`src/rtl/llc_bus_unit.sv`:
```
// llc_bus_unit: queues LLC bus operations and runs each one on the system bus,
// handling address handshake, snoop sampling, HITM back-off/retry and data beats.
module llc_bus_unit #(
    parameter int ADDR_BITS      = 32,
    parameter int FIFO_DEPTH     = 4,
    parameter int DATA_BEATS     = 8,
    parameter int BACKOFF_CYCLES = 4,
    parameter int MAX_RETRY      = 3
) (
    input  logic                 clk,
    input  logic                 rst,
    input  logic                 req_valid,
    output logic                 req_ready,
    input  logic [1:0]           req_op,
    input  logic [ADDR_BITS-1:0] req_addr,
    output logic                 rsp_valid,
    input  logic                 rsp_ready,
    output logic [1:0]           rsp_op,
    output logic [ADDR_BITS-1:0] rsp_addr,
    output logic [1:0]           rsp_snoop,
    output logic                 bus_req,
    output logic [1:0]           bus_op,
    output logic [ADDR_BITS-1:0] bus_addr,
    input  logic                 bus_gnt,
    input  logic [1:0]           bus_snoop,
    input  logic                 bus_beat,
    output logic                 busy,
    output logic [31:0]          ops_done
);
    localparam int AW = $clog2(FIFO_DEPTH);
    localparam int DW = $clog2(DATA_BEATS + 1);
    localparam int BW = $clog2(BACKOFF_CYCLES + 1);
    localparam int RW = $clog2(MAX_RETRY + 2);
    localparam logic [AW:0]    CNT_FULL  = (AW+1)'(FIFO_DEPTH);
    localparam logic [DW-1:0]  BEAT_LAST = DW'(DATA_BEATS - 1);
    localparam logic [BW-1:0]  BO_LAST   = BW'(BACKOFF_CYCLES - 1);
    localparam logic [RW-1:0]  RETRY_MAX = RW'(MAX_RETRY);
    localparam logic [1:0]     OP_READ = 2'd0, OP_INV = 2'd2, OP_RWIM = 2'd3, SNP_HITM = 2'd1;

    typedef enum logic [2:0] {IDLE, ADDR, SNOOP, BACKOFF, DATA, RESP} state_t;
    state_t state, state_n;

    logic [ADDR_BITS+1:0] mem [FIFO_DEPTH];
    logic [AW-1:0]        wr_ptr, rd_ptr;
    logic [AW:0]          count;
    logic                 ne;
    logic [1:0]           op, snoop;
    logic [ADDR_BITS-1:0] addr;
    logic [RW-1:0]        retry;
    logic [BW-1:0]        boff;
    logic [DW-1:0]        beat;
    logic                 push, pop, retry_ok;

    assign req_ready = ~rst & (count != CNT_FULL);
    assign push      = req_valid & req_ready;
    // ne lags the occupancy by one edge, giving the two-edge push-to-bus_req latency
    assign pop       = (state == IDLE) & ne;
    assign retry_ok  = (op == OP_READ || op == OP_RWIM) && bus_snoop == SNP_HITM && retry < RETRY_MAX;

    assign bus_req   = state == ADDR;
    assign bus_op    = op;
    assign bus_addr  = addr;
    assign rsp_valid = state == RESP;
    assign rsp_op    = op;
    assign rsp_addr  = addr;
    assign rsp_snoop = snoop;
    assign busy      = (state != IDLE) | (count != '0);

    always_ff @(posedge clk or posedge rst)
        if (rst) state <= IDLE;
        else     state <= state_n;

    always_comb begin
        state_n = state;
        case (state)
            IDLE:    state_n = ne ? ADDR : IDLE;
            ADDR:    state_n = bus_gnt ? SNOOP : ADDR;
            SNOOP:   state_n = op == OP_INV ? RESP : retry_ok ? BACKOFF : DATA;
            BACKOFF: state_n = boff == BO_LAST ? ADDR : BACKOFF;
            DATA:    state_n = (bus_beat && beat == BEAT_LAST) ? RESP : DATA;
            RESP:    state_n = rsp_ready ? IDLE : RESP;
            default: state_n = IDLE;
        endcase
    end

    always_ff @(posedge clk)
        if (push) mem[wr_ptr] <= {req_op, req_addr};

    always_ff @(posedge clk or posedge rst) begin
        if (rst) begin
            wr_ptr   <= '0;
            rd_ptr   <= '0;
            count    <= '0;
            ne       <= 1'b0;
            op       <= '0;
            addr     <= '0;
            snoop    <= '0;
            retry    <= '0;
            boff     <= '0;
            beat     <= '0;
            ops_done <= '0;
        end else begin
            if (push) wr_ptr <= wr_ptr + 1'b1;
            if (pop) begin
                {op, addr} <= mem[rd_ptr];
                rd_ptr     <= rd_ptr + 1'b1;
            end
            count <= count + {{AW{1'b0}}, push} - {{AW{1'b0}}, pop};
            ne    <= count != '0;
            if (state == SNOOP) begin
                snoop <= bus_snoop == 2'b11 ? 2'd2 : bus_snoop;
                if (retry_ok) retry <= retry + 1'b1;
            end
            boff <= state == BACKOFF ? boff + 1'b1 : '0;
            beat <= state == DATA ? beat + DW'(bus_beat) : '0;
            if (state == RESP && rsp_ready) begin
                ops_done <= ops_done + 32'd1;
                retry    <= '0;
            end
        end
    end
endmodule

```
`config.mk`:
```
export PLATFORM = sky130hd
export DESIGN_NAME = llc_bus_unit
export DESIGN_NICKNAME = d
export VERILOG_FILES = /design/src/rtl/llc_bus_unit.sv
export SDC_FILE = /design/constraint.sdc
export NUM_CORES = 1
export LEC_CHECK = 0
export CORE_ASPECT_RATIO = 1.25
export CORE_MARGIN = 8
export CORE_UTILIZATION = 34
export CTS_BUF_LIST = sky130_fd_sc_hd__clkbuf_4 sky130_fd_sc_hd__clkbuf_8
export DETAILED_ROUTE_END_ITERATION = 8
export PLACE_DENSITY = 0.69
export SLEW_MARGIN = 20
export SYNTH_ARGS = -nofsm -noshare
export SYNTH_HDL_FRONTEND = slang
export SYNTH_SLANG_ARGS = --single-unit
```
`constraint.sdc`:
```
create_clock -name clk -period 2.46 [get_ports clk]
set_input_delay 0.369 -clock clk [delete_from_list [all_inputs] [get_ports clk]]
set_output_delay 0.369 -clock clk [all_outputs]
set_load 0.01 [all_outputs]
```
# Yosys cells after proc, flatten, opt, wreduce, memory -nomap -nowiden
# Memories as Yosys holds them, arrays and structs flattened. A register that Yosys moved wholly into a read port is not among the register bits.
# Cells that the tools add are included.
# op_classes
reduce_logical,12
n_bitwise,5
eq_ne,12
muxes,16
add_sub_neg,8
n_lt_le_gt_ge,1
# ops
operator,count
$add 32x1->32 const B,1
$mux 3,7
$pmux 3 s6,1
$eq 3x2->1 const B,3
$add 3x1->3 const B,2
$eq 2x2->1 const B,3
$eq 3x3->1 const B,2
$mux 2,3
$reduce_bool 3->1,2
$add 2x1->2 const B,2
$add 4x1->4,1
$eq 4x3->1 const B,1
$logic_and 1x1->1,4
$mux 1,4
$mux 4,1
$reduce_bool 2->1,2
$add 3x1->3,1
$and 1x1->1,3
$eq 3x1->1 const B,1
$logic_not 3->1,1
$lt 3x2->1 const B,1
$ne 3x3->1 const B,1
$sub 3x1->3,1
$eq 2x1->1 const B,1
other kinds (5),5
# word_totals
out_inout_bits,106
ff_bits,55
elab_cells,65
inputBits,42
mem_bits_rw,136
memories,1
# memory_table
name,words,word_bits,rd,rd_ports_with_merged_regs,wr,line_no,source
mem,4,34,1,1,1,43,logic [ADDR_BITS+1:0] mem [FIFO_DEPTH];

# Logic depth before layout (Yosys ltp)
# Gate-level depths: netlist of run 1.
# depth
ltp_word,7
depth_mapped,11
ltp_nobuf,11

# Worst setup path before layout of run 1
# OpenSTA, ideal clock, no wires.
# synth_path
kind,register to register
startpoint,reg state[2]
endpoint,reg count[2]
n_path_buf,2
setup_slack_ns,0.149
setup_time_ns,0.125
period_less_slack_ns,2.311
required_time_ns,2.335
path_stages_with_launch,12
t_arrival_ns,2.187
cell_sequence,dfrtp_1 nand2b_1 nor3_1 buf_2 buf_4 ha_1 inv_1 ha_1 inv_1 fa_1 xnor2_1 xnor2_1
# synth_between
elab_chain_cells,3
# synth_rtl
item,line_no,source
from (decl),41,"state_t state, state_n;"
from (signal assigned),71,else state <= state_n;
$logic_not 3->1,57,assign pop = (state == IDLE) & ne;
$and 1x1->1,57,
net pop,52,"logic push, pop, retry_ok;"
$sub 3x1->3,108,"count <= count + {{AW{1'b0}}, push} - {{AW{1'b0}}, pop};"
to (signal assigned),108,
to (decl),45,logic [AW:0] count;
# The timed path passes the listed nets, and every way through them passes these cells.
# A chain may end at the register's enable or synchronous reset.

# Worst setup path in the final report of run 1
# layout_path
startpoint,reg count[0]
endpoint,out busy
# layout_between
elab_chain_cells,2
# layout_rtl
item,line_no,source
$reduce_bool 3->1,67,assign busy = (state != IDLE) | (count != '0);
$or 1x1->1,67,
to (decl),27,"output logic busy,"
# No other way between the ends.

==> run metrics, run 1 <==
Max VDD drop roughly 0.71 mV; placer congestion estimate 0.7644; Post-synth EDFFs ~140; slew margin rel. 0.6126; RSZ-0062 raised after global routing no; Lkg Pwr approximately 4.4 nW; setup TNS 0 ps; Peak Freq around 0.42 GHz; setup violators final 0; Layout fillers 2386; Final ANT Viol Nets 0; Die ar. 32430 um^2; Crit path arrival time roughly 2000 ps; post-route cell area around 12000 um^2; CP peak stage delay slightly above 400 ps; FP Rows 67; via count 4983; Hold Path Class in -> async; top cell type's share of synthesized area 0.4466; Cell Area, Synth 9145 um^2; number of different library cells in the post-synthesis netlist between 40 and 50; final period utilization 0.9588; GRT Overall Usage 0.1165; CP Cell Sequence or3_4, or4_1, clkdlybuf4s15_1; Die W 162.7 um; pwr dens 1096 nW/um^2; Layout Nets 735; register area share after synthesis 0.6901; critical path's slowest cell or3_4; CP Class reg -> out; CP Data Required Time between 2000 and 2500 ps; root buf cell clkbuf_8; Syn-to-layout area delta 27.94%; clk_skew approximately 24 ps; Clock Latency Late Sink 530 ps; post-DP HPWL 12050 um; Via density about 4.7; Detailed Routing Iterations Pass 1 4; Post-Syn Nets a little under 600; max-slew violation count 0; Chip Height 199.4 um; DP Area ~11000 um^2; initial antenna violation count 1; largest net degree at the start of global routing 38; Crit. End Element output port; main area contributors after synthesis edfxtp_1, dfrtp_1, mux4_2; TritonCTS Sinks approximately 230; Ports 148; Slew @ Worst Pin 581.1 ps; grt ovf 0; Max Fanout on Critical Path 3; max-cap violations 0; Final min period roughly 2400 ps; most numerous cell in the Yosys netlist edfxtp_1; predominant post-synthesis flop cell edfxtp_1; outcome complete, no violations; vias in the first global route approximately 5400; drt drc 0; YS warnings 0; #FFs+latches synth approximately 230; Post-Syn Instances between 500 and 600; cell taking the most area after synthesis edfxtp_1; Post-Syn Area per Cell approximately 17 um^2; Worst Hold Margin roughly 260 ps; final hold violation count 0; clock tree buffer depth 3; layout cell share with drive strength beyond 1 0.2412; async set-reset flop share out of synthesis 0.3956; CTS tree done; cts bufs inserted 38; per-cell routed wire length 17.85 um; Worst setup SP type flop; CP Buf/Inv Count 1; DRT iter0 DRCs between 150 and 200; CTS clk-pin slew, worst paths 60 ps; port bufs ~150; H-tree levels 2; first-pass GRT wire length approximately 30000 um; delay-heaviest family, CP simple AND/OR/NAND/NOR gates; Routed WL 18830 um; CORE AREA 26660 um^2; top cells by count, synth edfxtp_1, dfrtp_1, buf_4, mux2_2, mux4_2; Starting Density 0.3430
[metrics by stage]
stage	power, mW	instances	setup WS, ps	util
finish	12.83	1055	101.3	0.4389
global route	13.59	1054	5.639	0.4388
CTS	13.11	1054	17.04	0.4388
detailed placement	9.740	983	-60.76	0.4098
global placement	9.655	983	-2.517	0.4098
floorplan	8.010	525	148.6	-
[cells in the final DEF (no fill, tap or decap), types with 8 or more instances in the layout]
master	Yosys	routed
buf_12	0	8
clkbuf_4	0	22
ha_1	13	13
mux4_2	34	34
edfxtp_1	136	136
dfrtp_1	89	87
inv_1	10	9
clkdlybuf4s50_1	0	146
buf_4	37	10
clkbuf_8	0	40
xnor2_1	32	32
nor2_1	13	13
nand2_1	20	20
nand3_1	13	13
mux2_2	35	35
nand4_1	12	12
[power breakdown]
group          switching (mW)  leakage, nW  internal [mW]
clock                    1.43        0.404           1.84
sequential              0.493         2.37           4.75
combinational            1.81         1.58           2.50
[flip-flops by register name, summed over array words and instances, names as in the netlist, 3 cells and up]
register and count:
bus_addr 32, state 3, mem 136, ops_done 32, boff 3, beat 4, retry 3, count 3
[worst reg2reg max path, cell delays in order, from the launching register on]
cell     delay, ps
dfrtp_1        360
buf_4          140
nor2_1          40
a21oi_1        170
and2_1         170
inv_1           50
ha_1           280
inv_1           50
ha_1           130
inv_1           40
fa_1           370
xnor2_1        200
xnor2_1        140
[worst paths after layout]
path	start	endpoint	slack, ps	depth (start not counted)
max in group asynchronous	rst	rd_ptr[0]$_DFFE_PP0P_	1630	3
worst min-delay path	rst	ops_done[28]$_DFFE_PP0P_	260	2
worst max-delay path	count[0]$_DFF_PP0_	busy	100	3
worst min register to register	boff[0]$_DFF_PP0_	boff[0]$_DFF_PP0_	430	1
min in group clk	boff[0]$_DFF_PP0_	boff[0]$_DFF_PP0_	430	1
worst max register to register	count[1]$_DFF_PP0_	count[2]$_DFF_PP0_	250	12
[routing by layer]
layer | up-vias | GRT usage | wire [um] | share of wire
met4 | 2 | 0.03744 | 396 | 0.021
met1 | 2534 | 0.1352 | 7804 | 0.41
met3 | 34 | 0.03648 | 1274 | 0.068
met2 | 144 | 0.2016 | 9344 | 0.50
li1 | 2269 | - | - | -
met5 | - | 0 | 13 | 0.00069
[layout make-up]
type	count	area [um^2]	share of cell area
antenna	1	2.502	0.0002139
timing repair buffer	165	1707	0.1459
tap	345	431.7	0.03689
inverter	10	41.29	0.003529
clock buffer	62	715.7	0.06117
multi-input combinational	239	2445	0.2090
sequential	225	6314	0.5396
clock inverter	8	43.79	0.003743
[logic make-up after synthesis]
group	Yosys count	share of synthesized area
compound gates	14	0.009852
flops	225	0.6901
mux	70	0.1279
buf+inv	61	0.04419
fa+ha+maj	14	0.01998
xor+xnor	39	0.03735
simple gates	102	0.07060
[timing repair]
action	in CTS	in global routing
endpoints found under the setup margin	1	1
buffers inserted	1	0
cloned	0	0
gates resized for setup	2	1
hold buffers	0	0
Note: power is estimated with default switching activity, not from simulation.
==> run 2, diff against run 1 <==
--- a/config.mk
+++ b/config.mk
@@ -15,3 +15,4 @@
 export SYNTH_ARGS = -nofsm -noshare
 export SYNTH_HDL_FRONTEND = slang
 export SYNTH_SLANG_ARGS = --single-unit
+export TNS_END_PERCENT = 100
==> results of run 2 <==
The final DEF is identical to that of run 1; final timing and power are the same.
==> run 3, diff against run 2 <==
--- a/config.mk
+++ b/config.mk
@@ -7,10 +7,10 @@
 export LEC_CHECK = 0
 export CORE_ASPECT_RATIO = 1.25
 export CORE_MARGIN = 8
-export CORE_UTILIZATION = 34
+export CORE_UTILIZATION = 45
 export CTS_BUF_LIST = sky130_fd_sc_hd__clkbuf_4 sky130_fd_sc_hd__clkbuf_8
 export DETAILED_ROUTE_END_ITERATION = 8
-export PLACE_DENSITY = 0.69
+export PLACE_DENSITY = 0.84
 export SLEW_MARGIN = 20
 export SYNTH_ARGS = -nofsm -noshare
 export SYNTH_HDL_FRONTEND = slang
==> run metrics, run 3 (synthesized netlist as in run 1, its figures left out) <==
Worst Hold Margin roughly 370 ps; placer congestion estimate roughly 0.86; Peak Freq ~0.42 GHz; diode count 0; post-DP HPWL 12810 um; Max Fanout on Critical Path 3; Worst setup SP type flop; via count a little over 5000; initial antenna violation count 1; FP Rows 58; register share of total power 0.411; CORE AREA around 20000 um^2; Pwr Total between 10 and 15 mW; Slew @ Worst Pin between 500 and 600 ps; Int Pwr roughly 9 mW; Final ANT Viol Nets 0; Crit path arrival time 2000 ps; Crit. End Element output port; per-cell routed wire length slightly below 20 um; Chip Height around 180 um; Die W ~140 um; DP Cell Count around 900; largest net degree at the start of global routing 42; final design utilization 0.5790; root buf cell clkbuf_8; outcome complete, no violations; drt drc 0; Syn-to-layout area delta 26.80%; clock tree buffer depth 3; Clock power frac 0.261; Seq. cell area 6314 um^2; first-pass GRT wire length 30790 um; post-route cell area about 12000 um^2; grt ovf 0; RSZ-0062 raised after global routing no; setup TNS 0 ps; Detailed Routing Iterations Pass 1 4; pwr dens ~1100 nW/um^2; layout cell share with drive strength beyond 1 0.2344; max FFs per register around 140; setup violators final 0; port bufs roughly 150; slew margin rel. 0.6258; CTS clk-pin slew, worst paths around 60 ps; Starting Density 0.4566; Via density about 5.2; CTS tree done; Ports roughly 150; final period utilization 0.9611; Max VDD drop 0.9372 mV; Hold Path Class in -> async; max-cap violations 0; commonest cells after routing, fill and taps aside clkdlybuf4s50_1, edfxtp_1, dfrtp_1; DP Area approximately 11000 um^2; Lkg Pwr around 4.3 nW; Reg with most FFs mem; H-tree levels 2; most common cell after layout, fill and taps aside clkdlybuf4s50_1; max-slew violation count 0; vias in the first global route approximately 5700; Layout Nets between 700 and 800; cts bufs inserted 37; Net Sw Frac 0.2915; net switching power between 3 and 4 mW; Final min period approximately 2400 ps; Routed WL approximately 19000 um; DRT iter0 DRCs about 190; clk_skew a little under 20 ps; pre-CTS WS -32.12 ps; Die ar. 25170 um^2; worst setup margin roughly 96 ps; Layout fillers around 1500; CP Class reg -> out; final hold violation count 0; TritonCTS Sinks approximately 230; Logic pwr share 0.328; GRT Overall Usage 0.1568; area occupied by multi-input gates approximately 2400 um^2; Clock Latency Late Sink around 520 ps; non-filler cells, final about 1000; CP Data Required Time about 2100 ps
## run 3: cell count changes in the layout (fill, tap and decap cells not counted), sizes merged
cell	previous run	this run
buf	18	16
inv	10	9
diode	1	0
clkinv	5	7
bufinv	0	1
clkbuf	62	57
## run 3: worst paths after layout
| kind | from | end | slack, ps | depth (start not counted) |
|---|---|---|---|---|
| min in group clk | boff[0]$_DFF_PP0_ | boff[0]$_DFF_PP0_ | 450 | 1 |
| max in group asynchronous | rst | rd_ptr[1]$_DFFE_PP0P_ | 1720 | 4 |
| max | count[0]$_DFF_PP0_ | busy | 100 | 3 |
| min | rst | beat[2]$_DFF_PP0_ | 370 | 4 |
| min reg2reg | boff[0]$_DFF_PP0_ | boff[0]$_DFF_PP0_ | 450 | 1 |
| max reg2reg | count[1]$_DFF_PP0_ | count[2]$_DFF_PP0_ | 260 | 12 |
## run 3: timing repair
item,4_1_cts,5_1_grt
gates resized for setup,1,1
hold buffers,0,0
endpoints found under the setup margin,1,1
setup buffers,1,0
## run 3: worst max-delay path, stage by stage, from the launching register on
cell	delay, ps
dfrtp_1	400
or3_1	410
or4_1	430
clkdlybuf4s15_1	260
## run 3: cell type report
cell class                      count  area share
Clock inverter                     10    0.006474
Tap cell                          270     0.02913
Timing Repair Buffer              163      0.1448
Inverter                           10    0.003561
Clock buffer                       57     0.06118
Multi-Input combinational cell    239      0.2104
Sequential cell                   225      0.5445
## run 3: power by group through the flow
stage	clock, mW	sequential [mW]	combinational (mW)
6_report	3.37	5.32	4.25
5_1_grt	3.63	5.42	4.57
3_5_place_dp	0	5.41	4.30
4_1_cts	3.47	5.33	4.35
3_3_place_gp	0	5.33	4.19
2_1_floorplan	0	5.31	2.70
## run 3: per-layer routing
| metal | part of all wire | GRT usage | vias up |
|---|---|---|---|
| met5 | 0.00063 | 0 | - |
| li1 | - | - | 2259 |
| met4 | 0.026 | 0.05534 | 2 |
| met3 | 0.070 | 0.04156 | 50 |
| met2 | 0.54 | 0.2890 | 171 |
| met1 | 0.37 | 0.1679 | 2569 |
